File: config.mk
export PLATFORM = sky130hd
export DESIGN_NAME = mult_share_arbiter_flat
export DESIGN_NICKNAME = d
export VERILOG_FILES = /design/src/rtl/mult_share_arbiter_pkg.sv /design/src/rtl/mult_share_arbiter_if.sv /design/src/rtl/mult_share_arbiter_rr_arbiter.sv /design/src/rtl/mult_share_arbiter.sv /design/src/flat_wrapper.sv
export SDC_FILE = /design/constraint.sdc
export NUM_CORES = 1
export LEC_CHECK = 0
export ABC_CLOCK_PERIOD_IN_PS = 4100
export BUFFER_PORTS_ARGS = -buffer_cell sky130_fd_sc_hd__buf_2
export CAP_MARGIN = 0
export CORE_AREA = 2 2 92 94
export DETAILED_ROUTE_END_ITERATION = 10
export DIE_AREA = 0 0 94 96
export GPL_TIMING_DRIVEN = 0
export PLACE_DENSITY = 0.8
export SYNTH_ARGS = -nofsm -noshare
export SYNTH_HDL_FRONTEND = slang
export SYNTH_SLANG_ARGS = --single-unit
File: constraint.sdc
create_clock -name clock -period 4.1 [get_ports clock]
set_clock_uncertainty 0.2 [all_clocks]
set_input_delay 0.41 -clock clock [delete_from_list [all_inputs] [get_ports clock]]
set_output_delay 0.41 -clock clock [all_outputs]
set_load 0.01 [all_outputs]
File: src/rtl/mult_share_arbiter_pkg.sv
// Shared definitions for the mini Davinci datapath: default widths, a constant
// clog2 helper and the tag record that follows each multiplier operation.
package mini_davinci_pkg;

  localparam int unsigned MD_DATA_WID = 16;
  localparam int unsigned MD_MULT_LAT = 3;
  localparam int unsigned MD_MAX_REQ  = 8;

  function automatic int unsigned clog2(input int unsigned value);
    int unsigned r;
    r = 0;
    while ((32'd1 << r) < value) r++;
    return r;
  endfunction

  // Tag id is sized for the largest supported requester count so one type
  // serves every instance of the scheduler.
  localparam int unsigned ID_W = clog2(MD_MAX_REQ);

  typedef struct packed {
    logic            valid;
    logic [ID_W-1:0] id;
  } mult_tag_t;

endpackage

File: src/rtl/mult_share_arbiter_if.sv
// Requester/multiplier bundle of the shared multiplier scheduler.
// slave: scheduler side, master: requesters plus multiplier IP side.
interface mult_share_arbiter_if #(
  parameter int unsigned NUM_REQ  = 4,
  parameter int unsigned DATA_WID = mini_davinci_pkg::MD_DATA_WID
);

  logic [NUM_REQ-1:0]          req_valid;
  logic [NUM_REQ-1:0]          req_ready;
  logic [NUM_REQ*DATA_WID-1:0] req_a;
  logic [NUM_REQ*DATA_WID-1:0] req_b;
  logic [DATA_WID-1:0]         mul_a;
  logic [DATA_WID-1:0]         mul_b;
  logic [2*DATA_WID-1:0]       mul_p;
  logic [NUM_REQ-1:0]          res_valid;
  logic [2*DATA_WID-1:0]       res_data;
  logic                        busy;

  modport slave (
    input  req_valid, req_a, req_b, mul_p,
    output req_ready, mul_a, mul_b, res_valid, res_data, busy
  );

  modport master (
    output req_valid, req_a, req_b, mul_p,
    input  req_ready, mul_a, mul_b, res_valid, res_data, busy
  );

endinterface

File: src/rtl/mult_share_arbiter_rr_arbiter.sv
// Combinational round-robin arbiter: grants the first request at or after ptr,
// wrapping to the lowest request when none lies at or above ptr.
module rr_arbiter
  import mini_davinci_pkg::*;
#(
  parameter int unsigned N     = 4,
  parameter int unsigned IDX_W = clog2(N)
) (
  input  logic [N-1:0]     req,
  input  logic [IDX_W-1:0] ptr,
  output logic [N-1:0]     grant,
  output logic [IDX_W-1:0] grant_idx
);

  logic             hi_found;
  logic             lo_found;
  logic [IDX_W-1:0] hi_idx;
  logic [IDX_W-1:0] lo_idx;
  logic [IDX_W-1:0] sel;

  always_comb begin
    hi_found = 1'b0;
    lo_found = 1'b0;
    hi_idx   = '0;
    lo_idx   = '0;
    for (int unsigned i = 0; i < N; i++) begin
      if (req[i] && (i >= 32'(ptr)) && !hi_found) begin
        hi_found = 1'b1;
        hi_idx   = IDX_W'(i);
      end
      if (req[i] && !lo_found) begin
        lo_found = 1'b1;
        lo_idx   = IDX_W'(i);
      end
    end
    sel = hi_found ? hi_idx : lo_idx;
  end

  always_comb begin
    grant = '0;
    for (int unsigned i = 0; i < N; i++) begin
      grant[i] = lo_found && (sel == IDX_W'(i));
    end
  end

  assign grant_idx = sel;

endmodule

File: src/rtl/mult_share_arbiter.sv
// Shares one pipelined signed multiplier between NUM_REQ requesters: round-robin
// issue, a tag pipeline matched to the IP latency, and per-requester result steering.
module mult_share_arbiter
  import mini_davinci_pkg::*;
#(
  parameter int unsigned NUM_REQ  = 4,
  parameter int unsigned DATA_WID = MD_DATA_WID,
  parameter int unsigned MULT_LAT = MD_MULT_LAT
) (
  input logic                 clock,
  input logic                 rst_n,
  mult_share_arbiter_if.slave bus
);

  localparam int unsigned IDX_W = clog2(NUM_REQ);
  localparam int unsigned CNT_W = clog2(MULT_LAT + 2);

  logic [NUM_REQ-1:0]  grant;
  logic [IDX_W-1:0]    grant_idx;
  logic                hs;

  logic [IDX_W-1:0]    ptr_q,      ptr_d;
  logic [DATA_WID-1:0] mul_a_q,    mul_a_d;
  logic [DATA_WID-1:0] mul_b_q,    mul_b_d;
  logic [CNT_W-1:0]    inflight_q, inflight_d;
  mult_tag_t           tag_q [MULT_LAT+1];
  mult_tag_t           tag_d [MULT_LAT+1];
  logic [NUM_REQ-1:0]  res_valid;

  rr_arbiter #(
    .N     (NUM_REQ),
    .IDX_W (IDX_W)
  ) u_arb (
    .req       (bus.req_valid),
    .ptr       (ptr_q),
    .grant     (grant),
    .grant_idx (grant_idx)
  );

  // Grant only ever selects a valid requester, so any grant is a handshake.
  assign hs = |grant;

  always_comb begin
    ptr_d   = ptr_q;
    mul_a_d = mul_a_q;
    mul_b_d = mul_b_q;
    if (hs) begin
      ptr_d = (grant_idx == IDX_W'(NUM_REQ - 1)) ? '0 : grant_idx + 1'b1;
    end
    for (int unsigned i = 0; i < NUM_REQ; i++) begin
      if (grant[i]) begin
        mul_a_d = bus.req_a[i*DATA_WID +: DATA_WID];
        mul_b_d = bus.req_b[i*DATA_WID +: DATA_WID];
      end
    end
  end

  always_comb begin
    tag_d[0].valid = hs;
    tag_d[0].id    = ID_W'(grant_idx);
    for (int unsigned s = 1; s <= MULT_LAT; s++) begin
      tag_d[s] = tag_q[s-1];
    end
  end

  always_comb begin
    inflight_d = inflight_q;
    case ({hs, tag_q[MULT_LAT].valid})
      2'b10:   inflight_d = inflight_q + 1'b1;
      2'b01:   inflight_d = inflight_q - 1'b1;
      default: inflight_d = inflight_q;
    endcase
  end

  always_ff @(posedge clock or negedge rst_n) begin
    if (!rst_n) begin
      ptr_q      <= '0;
      mul_a_q    <= '0;
      mul_b_q    <= '0;
      inflight_q <= '0;
      tag_q      <= '{default: '0};
    end else begin
      ptr_q      <= ptr_d;
      mul_a_q    <= mul_a_d;
      mul_b_q    <= mul_b_d;
      inflight_q <= inflight_d;
      tag_q      <= tag_d;
    end
  end

  always_comb begin
    res_valid = '0;
    for (int unsigned i = 0; i < NUM_REQ; i++) begin
      res_valid[i] = tag_q[MULT_LAT].valid && (tag_q[MULT_LAT].id == ID_W'(i));
    end
  end

  assign bus.req_ready = grant;
  assign bus.mul_a     = mul_a_q;
  assign bus.mul_b     = mul_b_q;
  assign bus.res_valid = res_valid;
  assign bus.res_data  = bus.mul_p;
  assign bus.busy      = (inflight_q != '0);

endmodule

File: src/flat_wrapper.sv
// flat-port wrapper written by rule: the top's interface ports become plain ports
module mult_share_arbiter_flat import mini_davinci_pkg::*;
#(
  parameter int unsigned NUM_REQ  = 4,
  parameter int unsigned DATA_WID = MD_DATA_WID,
  parameter int unsigned MULT_LAT = MD_MULT_LAT
)
  (clock, rst_n, bus_req_valid, bus_req_a, bus_req_b, bus_mul_p, bus_req_ready, bus_mul_a, bus_mul_b, bus_res_valid, bus_res_data, bus_busy);
  mult_share_arbiter_if #(.NUM_REQ(NUM_REQ), .DATA_WID(DATA_WID)) bus_i ();
  input logic clock;
  input logic rst_n;
  input wire logic [$bits(bus_i.req_valid)-1:0] bus_req_valid;
  input wire logic [$bits(bus_i.req_a)-1:0] bus_req_a;
  input wire logic [$bits(bus_i.req_b)-1:0] bus_req_b;
  input wire logic [$bits(bus_i.mul_p)-1:0] bus_mul_p;
  output wire logic [$bits(bus_i.req_ready)-1:0] bus_req_ready;
  output wire logic [$bits(bus_i.mul_a)-1:0] bus_mul_a;
  output wire logic [$bits(bus_i.mul_b)-1:0] bus_mul_b;
  output wire logic [$bits(bus_i.res_valid)-1:0] bus_res_valid;
  output wire logic [$bits(bus_i.res_data)-1:0] bus_res_data;
  output wire logic [$bits(bus_i.busy)-1:0] bus_busy;
  assign bus_i.req_valid = bus_req_valid;
  assign bus_i.req_a = bus_req_a;
  assign bus_i.req_b = bus_req_b;
  assign bus_i.mul_p = bus_mul_p;
  assign bus_req_ready = bus_i.req_ready;
  assign bus_mul_a = bus_i.mul_a;
  assign bus_mul_b = bus_i.mul_b;
  assign bus_res_valid = bus_i.res_valid;
  assign bus_res_data = bus_i.res_data;
  assign bus_busy = bus_i.busy;
  mult_share_arbiter #(.NUM_REQ(NUM_REQ), .DATA_WID(DATA_WID), .MULT_LAT(MULT_LAT)) u_core (.clock(clock), .rst_n(rst_n), .bus(bus_i));
endmodule
# == Word-level counts from Yosys, hierarchy flattened ==
# Index checks and enable logic that the tools add are counted.
# totals
ff_bits,49
input_bits,166
output_inout_bits,73
elab_cells,80
# op_classes
add_sub_neg,3
magnitude_cmp,3
eq_ne,8
muxes,25
n_reduce_logical,29
# ops
op,n
16-bit two-way mux,8
1-bit logical AND,17
2-bit two-way mux,6
2-bit equality test (second input constant),5
1-bit two-way mux,10
2-bit by 1-bit equality test with 1-bit output (second input constant),3
1-bit logical NOT,6
3-bit case mux with 2 select lines,1
1-bit by 2-bit greater-or-equal comparator with 1-bit output (first input constant),2
4-bit nonzero test,1
4-bit OR reduction,1
3-bit by 1-bit adder with 3-bit output (second input constant),1
3-bit logical NOT,1
3-bit nonzero test,1
3-bit by 1-bit subtractor with 3-bit output (second input constant),1
2-bit by 1-bit adder with 2-bit output (second input constant),1
2-bit greater-or-equal comparator (first input constant),1
2-bit logical NOT,1
2-bit nonzero test,1

# == Logic depth before layout (Yosys ltp) ==
# Gate-level depths: netlist (run 1).
# depth
depth_word,19
mapped_depth,9
mapped_depth_nobuf,7

# == Cells and area by module ==
# A second synthesis (run 1) with hierarchy kept.
# hier_totals
cells_unflattened,276
hier_area_um2,2817.7
# modules_own_cells
module,n_inst,cells_each,area_each_um2,seq_area_each_um2
mult_share_arbiter,1,250,2636.3,1226.2
rr_arbiter,1,26,181.4,0.0

# == Worst setup path before layout (run 1) ==
# No wires, ideal clock.
# synth_timing
path_type,input-to-output
from,input bus_req_valid[0]
to,output bus_req_ready[2]
arrival_ns,1.882
t_required_ns,3.490
slack_ns,1.608
cell_stages,8
n_path_buf,3
cell_sequence,or2b_1 a21boi_0 or3_1 ha_1 clkbuf_2 buf_4 buf_2 and2_1
# synth_between
elab_chain_len,14
# synth_rtl
item,line_no,rtl
"start, declared",flat_wrapper.sv:12,input wire logic [$bits(bus_i.req_valid)-1:0] bus_req_valid;
1-bit logical AND,mult_share_arbiter_rr_arbiter.sv:27,if (req[i] && (i >= 32'(ptr)) && !hi_found) begin
1-bit two-way mux,mult_share_arbiter_rr_arbiter.sv:27,
1-bit logical NOT,mult_share_arbiter_rr_arbiter.sv:27,
1-bit logical AND,mult_share_arbiter_rr_arbiter.sv:27,
1-bit two-way mux,mult_share_arbiter_rr_arbiter.sv:27,
1-bit logical NOT,mult_share_arbiter_rr_arbiter.sv:27,
1-bit logical AND,mult_share_arbiter_rr_arbiter.sv:27,
1-bit two-way mux,mult_share_arbiter_rr_arbiter.sv:27,
1-bit logical NOT,mult_share_arbiter_rr_arbiter.sv:27,
1-bit logical AND,mult_share_arbiter_rr_arbiter.sv:27,
2-bit two-way mux / 1-bit two-way mux (equally long branches),mult_share_arbiter_rr_arbiter.sv:27,
2-bit two-way mux,mult_share_arbiter_rr_arbiter.sv:36,sel = hi_found ? hi_idx : lo_idx;
2-bit equality test,mult_share_arbiter_rr_arbiter.sv:42,grant[i] = lo_found && (sel == IDX_W'(i));
1-bit logical AND (*),mult_share_arbiter_rr_arbiter.sv:42,
"end, declared",flat_wrapper.sv:16,output wire logic [$bits(bus_i.req_ready)-1:0] bus_req_ready;
# Mark *: on every way between the ends. The rest lies on a longest branch, timed or not.

# == Final worst setup path (run 1) ==
# layout_timing
from,register u_core.ptr_q[1]
to,output bus_req_ready[2]
# layout_between
elab_chain_len,15
# layout_rtl
item,line_no,rtl
"start, declared",mult_share_arbiter.sv:22,"logic [IDX_W-1:0] ptr_q, ptr_d;"
"start signal, assigned",mult_share_arbiter.sv:83,ptr_q <= ptr_d;
1-bit by 2-bit greater-or-equal comparator with 1-bit output,mult_share_arbiter_rr_arbiter.sv:27,
1-bit logical AND,mult_share_arbiter_rr_arbiter.sv:27,
1-bit two-way mux,mult_share_arbiter_rr_arbiter.sv:27,
1-bit logical NOT,mult_share_arbiter_rr_arbiter.sv:27,
1-bit logical AND,mult_share_arbiter_rr_arbiter.sv:27,
1-bit two-way mux,mult_share_arbiter_rr_arbiter.sv:27,
1-bit logical NOT,mult_share_arbiter_rr_arbiter.sv:27,
1-bit logical AND,mult_share_arbiter_rr_arbiter.sv:27,
1-bit two-way mux,mult_share_arbiter_rr_arbiter.sv:27,
1-bit logical NOT,mult_share_arbiter_rr_arbiter.sv:27,
1-bit logical AND,mult_share_arbiter_rr_arbiter.sv:27,
2-bit two-way mux / 1-bit two-way mux (equally long branches),mult_share_arbiter_rr_arbiter.sv:27,
2-bit two-way mux (*),mult_share_arbiter_rr_arbiter.sv:36,
named net u_core.grant_idx[1],mult_share_arbiter.sv:19,logic [IDX_W-1:0] grant_idx;
2-bit equality test (*),mult_share_arbiter_rr_arbiter.sv:42,
1-bit logical AND (*),mult_share_arbiter_rr_arbiter.sv:42,
# The timed path passes the listed nets; every way through them passes the cells marked *.

==> flow_summary.toml, run 1 <==
[global_routing]
grt_pass1_wl_mm = 14.2
grt_max_degree = 50
overflow = 0
grt_usage_pct = 20.2
grt_pass1_vias = 3082
antenna_found_initial = 1

[route]
drt_pass1_iterations = 6
antenna_left = 0
avgViaCountPerCell = 4.89
wire_per_inst_microns = 14.8
totalWireLength_mm = 9.79
num_vias = 3240
drt-initial-drc-count = 73
drc = 0

[setup_path]
endpoint_kind = "primary output"
criticalPathCategory = "reg2out"
worstPathCellList = "a21o_1 > a21boi_0 > o22a_1 > ha_1 > clkbuf_2 > buf_4 > buf_2 > and2_1 > buf_2"
path_buf_inv = 4
crit_fanout = 10
startpoint_type = "register"
arrival_ns = 2.61
worst_path_most_repeated_cell = "buf_2"
cp.required_ns = 3.49
slowest_stage = "dfrtp_1"
slowest_delay_ns = 0.44
path_delay_family = "buffers and inverters"

[place]
port-buffer-count = 206
place.gp.congestion = 0.801
dpl.hpwl_mm = 7.92

[clock_tree]
cts_setup_buffers = 0
cts_sinks = 49
post_cts_resize_count = 0
cts_tree = "built"
clk_latency_ns = 0.30
ctsHoldBuffers = 0
clkTransAtPathRegs_ns = 0.10
cts_max_level = 2
cts_buffers = 5
cts_root_buffer = "clkbuf_8"
cts_buffer_depth = 2

[floorplan]
boundaryPins = 239
die_area_sq_mm = 0.00902
start_util_pct = 40.0
core_sq_mm = 0.00805
die_h_microns = 96
rows = 33
die_w_microns = 94

[run_status]
outcome = "completed"

[sta]
slew_headroom_pct = 27.4
tns_ns = 0
hold-worst-slack_ns = 0.106
fin_crit_ns = 3.22
rsz0062_at_grt = "no"
slew_viol_final = 0
setup_viol = 0
fmax_mhz = 310
worst_slew_pin_slew_ns = 1.09
finalHoldViolCount = 0
fin_crit_sh_pct = 78.6

[synth]
synth-simple-area-share_pct = 18.1
netlist_top_cells_count = "dfrtp_1, nand2_1, nor2_1"
synth_top_family_by_area = "simple AND/OR/NAND/NOR gates"
syn_nets = 515
async_flop_share_pct = 100
yosysSeqAreaShare_pct = 38.1
synth_top_area_cell = "dfrtp_1"
synth-edff-count = 0
synth_compound_area_share_pct = 15.3
synthCells = 343
syn_area_sq_mm = 0.00322
synth_area_leaders = "dfrtp_1, mux2_2, buf_4"
ys_ff_latch = 49
synth_top_area_share_pct = 38.1
synth_cell_types = 35
yosysMostFrequentCell = "dfrtp_1"
synthXorXnorAreaFrac_pct = 0.817
synth_warnings = 0
synthAdderAreaFrac_pct = 2.57
muxShareOfSynthArea_pct = 11.5
synthFlopType = "dfrtp_1"
post_synth.cell_area_avg_sq_um = 9.38

[layout]
final_util_pct = 55.9
drive_above_1_share_pct = 53.5
syn_to_final_growth_pct = 39.8
nets = 728

[worst_hold_path]
hold_path_class = "in2async"

[power]
cellPowerDensity_mw_per_mm2 = 544
p_leak_nw = 2.22
ir_drop_mv = 0.294

[flow_run]
drv_cap = 0
-- cell families after synthesis --
family                   Yosys count
XOR/XNOR                           3
multiplexers                      33
AO/OA/AOI/OAI                     71
adder cells (fa/ha/maj)            6
AND/OR/NAND/NOR                  119
flip-flops                        49
buffers and inverters             62
-- layout by cell type (no fill, tap or decap), drive strengths merged, types with 2 or more instances in the layout --
cell,instances
a31oi,32
or3,2
a21boi,2
nor2,36
inv,5
mux2,32
nand2,36
o211ai,32
buf,256
ha,5
and2,3
nand2b,35
xor2,2
dfrtp,49
clkbuf,12
-- area by class of cell --
type,count,area [sq um]
antenna,1,2.50
tap,105,131
clock buffer,5,68.8
inverter,5,21.3
clock inverter,3,46.3
multi-input combinational,232,1560
sequential,49,1230
timing repair buffer,206,1030
buffer,57,414
fill,747,3550
-- sequential cells by signal (all words and copies together), names as in the netlist --
name and cells:
u_core.bus.mul_b 16, u_core.tag_d 9, u_core.ptr_q 2, u_core.bus.mul_a 16
u_core.inflight_q 3, u_core.tag_q 3
-- per-layer routing --
metal  share of wire [%]  vias to the layer above  track usage (%)
met1                  40                     1485             24.0
li1                    -                     1584                -
met4                0.96                        0             5.19
met5                   0                        -                0
met2                  52                      164             37.8
met3                 7.7                        7             3.60
-- metrics by stage --
stage,cells,area (sq um),worst slack (ns),power (W)
6_report,663,4500,0.876,0.00244
5_1_grt,662,4490,0.684,0.00262
4_1_cts,662,4490,0.857,0.00246
3_5_place_dp,654,4380,1.00,0.00211
3_3_place_gp,654,4380,1.09,0.00207
2_1_floorplan,343,3220,1.61,0.00162
-- power breakdown --
part / internal [W] / switching, W
combinational: 0.000595 / 0.000677
clock: 0.000183 / 0.000169
sequential: 0.000702 / 0.000119
total: 0.00148 / 0.000966
-- final timing paths --
check / start / end / slack [ns] / depth (start not counted)
worst min-delay path: rst_n / u_core.inflight_q[2]$_DFFE_PN0P_ / 0.11 / 1
min in group clock: bus_req_a[60] / u_core.bus.mul_a[12]$_DFFE_PN0P_ / 0.15 / 3
worst max register to register: u_core.ptr_q[1]$_DFFE_PN0P_ / u_core.bus.mul_a[6]$_DFFE_PN0P_ / 1.40 / 9
max in group asynchronous: rst_n / u_core.bus.mul_a[3]$_DFFE_PN0P_ / 2.93 / 1
worst max-delay path: u_core.ptr_q[1]$_DFFE_PN0P_ / bus_req_ready[2] / 0.88 / 9
worst min register to register: u_core.tag_d[4]$_DFF_PN0_ / u_core.tag_d[0]$_DFF_PN0_ / 0.16 / 0
(Power assumes the default switching activity.)
==> inputs of run 2 (changes only) <==
ABC_CLOCK_PERIOD_IN_PS = 3300   (was 4100)
CORE_AREA = default   (was 2 2 92 94)
CORE_MARGIN = 2   (was default)
CORE_UTILIZATION = 41   (was default)
DIE_AREA = default   (was 0 0 94 96)
PLACE_DENSITY = 0.81   (was 0.8)
clock period = 3.3 ns   (was 4.1 ns; I/O delays follow)
==> flow_summary.toml, run 2 (synthesis gave the netlist of run 1 again) <==
[route]
totalWireLength_mm = 9.91
drt_pass1_iterations = 4
drc = 0
wire_per_inst_microns = 15.0
antenna_left = 0
num_vias = 3224
drt-initial-drc-count = 86
avgViaCountPerCell = 4.89

[sta]
finalHoldViolCount = 0
slew_viol_final = 0
fin_crit_ns = 3.10
fmax_mhz = 323
tns_ns = 0
slew_headroom_pct = 28.5
fin_ws_ns = 0.203
worst_slew_pin_slew_ns = 1.07
hold-worst-slack_ns = 0.0151
setup_viol = 0
rsz0062_at_grt = "no"
fin_crit_sh_pct = 93.8

[floorplan]
boundaryPins = 239
die_h_microns = 92.6
core_sq_mm = 0.00765
die_area_sq_mm = 0.00857
start_util_pct = 42.1
rows = 32
die_w_microns = 92.6

[layout]
final_cell_mix = "buf_2, dfrtp_1, nor2_1, nand2_1"
nets = 728
final_common_cell = "buf_2"
diodes = 0
syn_to_final_growth_pct = 38.9
multi_input_area_sq_mm = 0.00156
fillCellCount = 709
drive_above_1_share_pct = 53.5
seq_area_sq_mm = 0.00123

[place]
place.gp.congestion = 0.780
dpl.hpwl_mm = 7.98
port-buffer-count = 206
place_ws_ns = 0.356

[clock_tree]
cts_buffers = 5
clk_latency_ns = 0.30
cts_sinks = 49
cts_buffer_depth = 2
cts_max_level = 2
cts_root_buffer = "clkbuf_8"
cts_tree = "built"
clkTransAtPathRegs_ns = 0.10
cts_setup_buffers = 0

[power]
p_leak_nw = 2.21
cellPowerDensity_mw_per_mm2 = 666
ir_drop_mv = 0.297

[global_routing]
grt_pass1_wl_mm = 15.4
antenna_found_initial = 0
overflow = 0
grt_max_degree = 50
grt_usage_pct = 22.7
grt_pass1_vias = 3298

[setup_path]
path_delay_family = "buffers and inverters"
path_buf_inv = 4
arrival_ns = 2.57
criticalPathCategory = "reg2out"
startpoint_type = "register"
worstPathCellList = "a21o_1 > a21boi_1 > o22a_1 > ha_1 > buf_2 > buf_4 > buf_2 > and2_1 > buf_2"
crit_fanout = 10
slowest_stage = "dfrtp_1"
endpoint_kind = "primary output"
cp.required_ns = 2.77
slowest_delay_ns = 0.45
worst_path_most_repeated_cell = "buf_2"

[flow_run]
drv_cap = 0

[worst_hold_path]
hold_path_class = "in2async"

[run_status]
outcome = "completed"
-- run 2: changes by cell type in the layout (fill, tap and decap cells not counted), sizes merged --
cell | before | now
bufinv | 1 | 0
clkinv | 1 | 3
clkinvlp | 1 | 0
clkbuf | 12 | 11
diode | 1 | 0
buf | 256 | 257
-- run 2: timing repair --
action | CTS | global route
setup endpoints to repair | 0 | 1
hold buffers | 0 | 0
gates resized for setup | 0 | 3
-- run 2: worst paths after layout --
kind,startpoint,to,slack [ns],cells after the start
max,u_core.ptr_q[1]$_DFFE_PN0P_,bus_req_ready[2],0.20,9
min,rst_n,u_core.bus.mul_a[13]$_DFFE_PN0P_,0.02,1
max reg2reg,u_core.ptr_q[1]$_DFFE_PN0P_,u_core.bus.mul_b[10]$_DFFE_PN0P_,0.63,9
min reg2reg,u_core.tag_d[3]$_DFF_PN0_,u_core.tag_q[3]$_DFF_PN0_,0.16,0
max in group asynchronous,rst_n,u_core.bus.mul_a[2]$_DFFE_PN0P_,2.22,1
min in group clock,bus_req_a[60],u_core.bus.mul_a[12]$_DFFE_PN0P_,0.07,3
-- run 2: power breakdown --
part	switching (W)	internal (W)
Clock	0.000205	0.000151
Combinational	0.000850	0.000739
Sequential	0.000157	0.000872
-- run 2: through the flow --
| step | util (%) | instance area, sq um | power (W) | cells |
|---|---|---|---|---|
| CTS | 58.4 | 4470 | 0.00300 | 659 |
| global route | 58.4 | 4470 | 0.00321 | 659 |
| floorplan | - | 3220 | 0.00202 | 343 |
| finish | 58.4 | 4470 | 0.00297 | 659 |
| global placement | 57.2 | 4380 | 0.00258 | 651 |
| detailed placement | 57.2 | 4380 | 0.00264 | 651 |
-- run 2: routing by layer --
metal | part of all wire, % | vias to the layer above | wire, microns | GRT usage, %
li1 | - | 1582 | - | -
met1 | 40 | 1484 | 3960 | 27.4
met2 | 52 | 147 | 5200 | 42.2
met3 | 6.4 | 11 | 630 | 3.74
met4 | 1.3 | 0 | 129 | 5.10
met5 | 0 | - | 0 | 0
-- run 2: cell type report --
type | instances | area share (%)
plain buffers | 57 | 9.27
clock buffers | 5 | 1.54
clock inverters | 3 | 0.504
inverters | 5 | 0.476
multi-input cells | 232 | 34.8
flip-flops and latches | 49 | 27.5
well taps | 102 | 2.86
repair buffers | 206 | 23.1
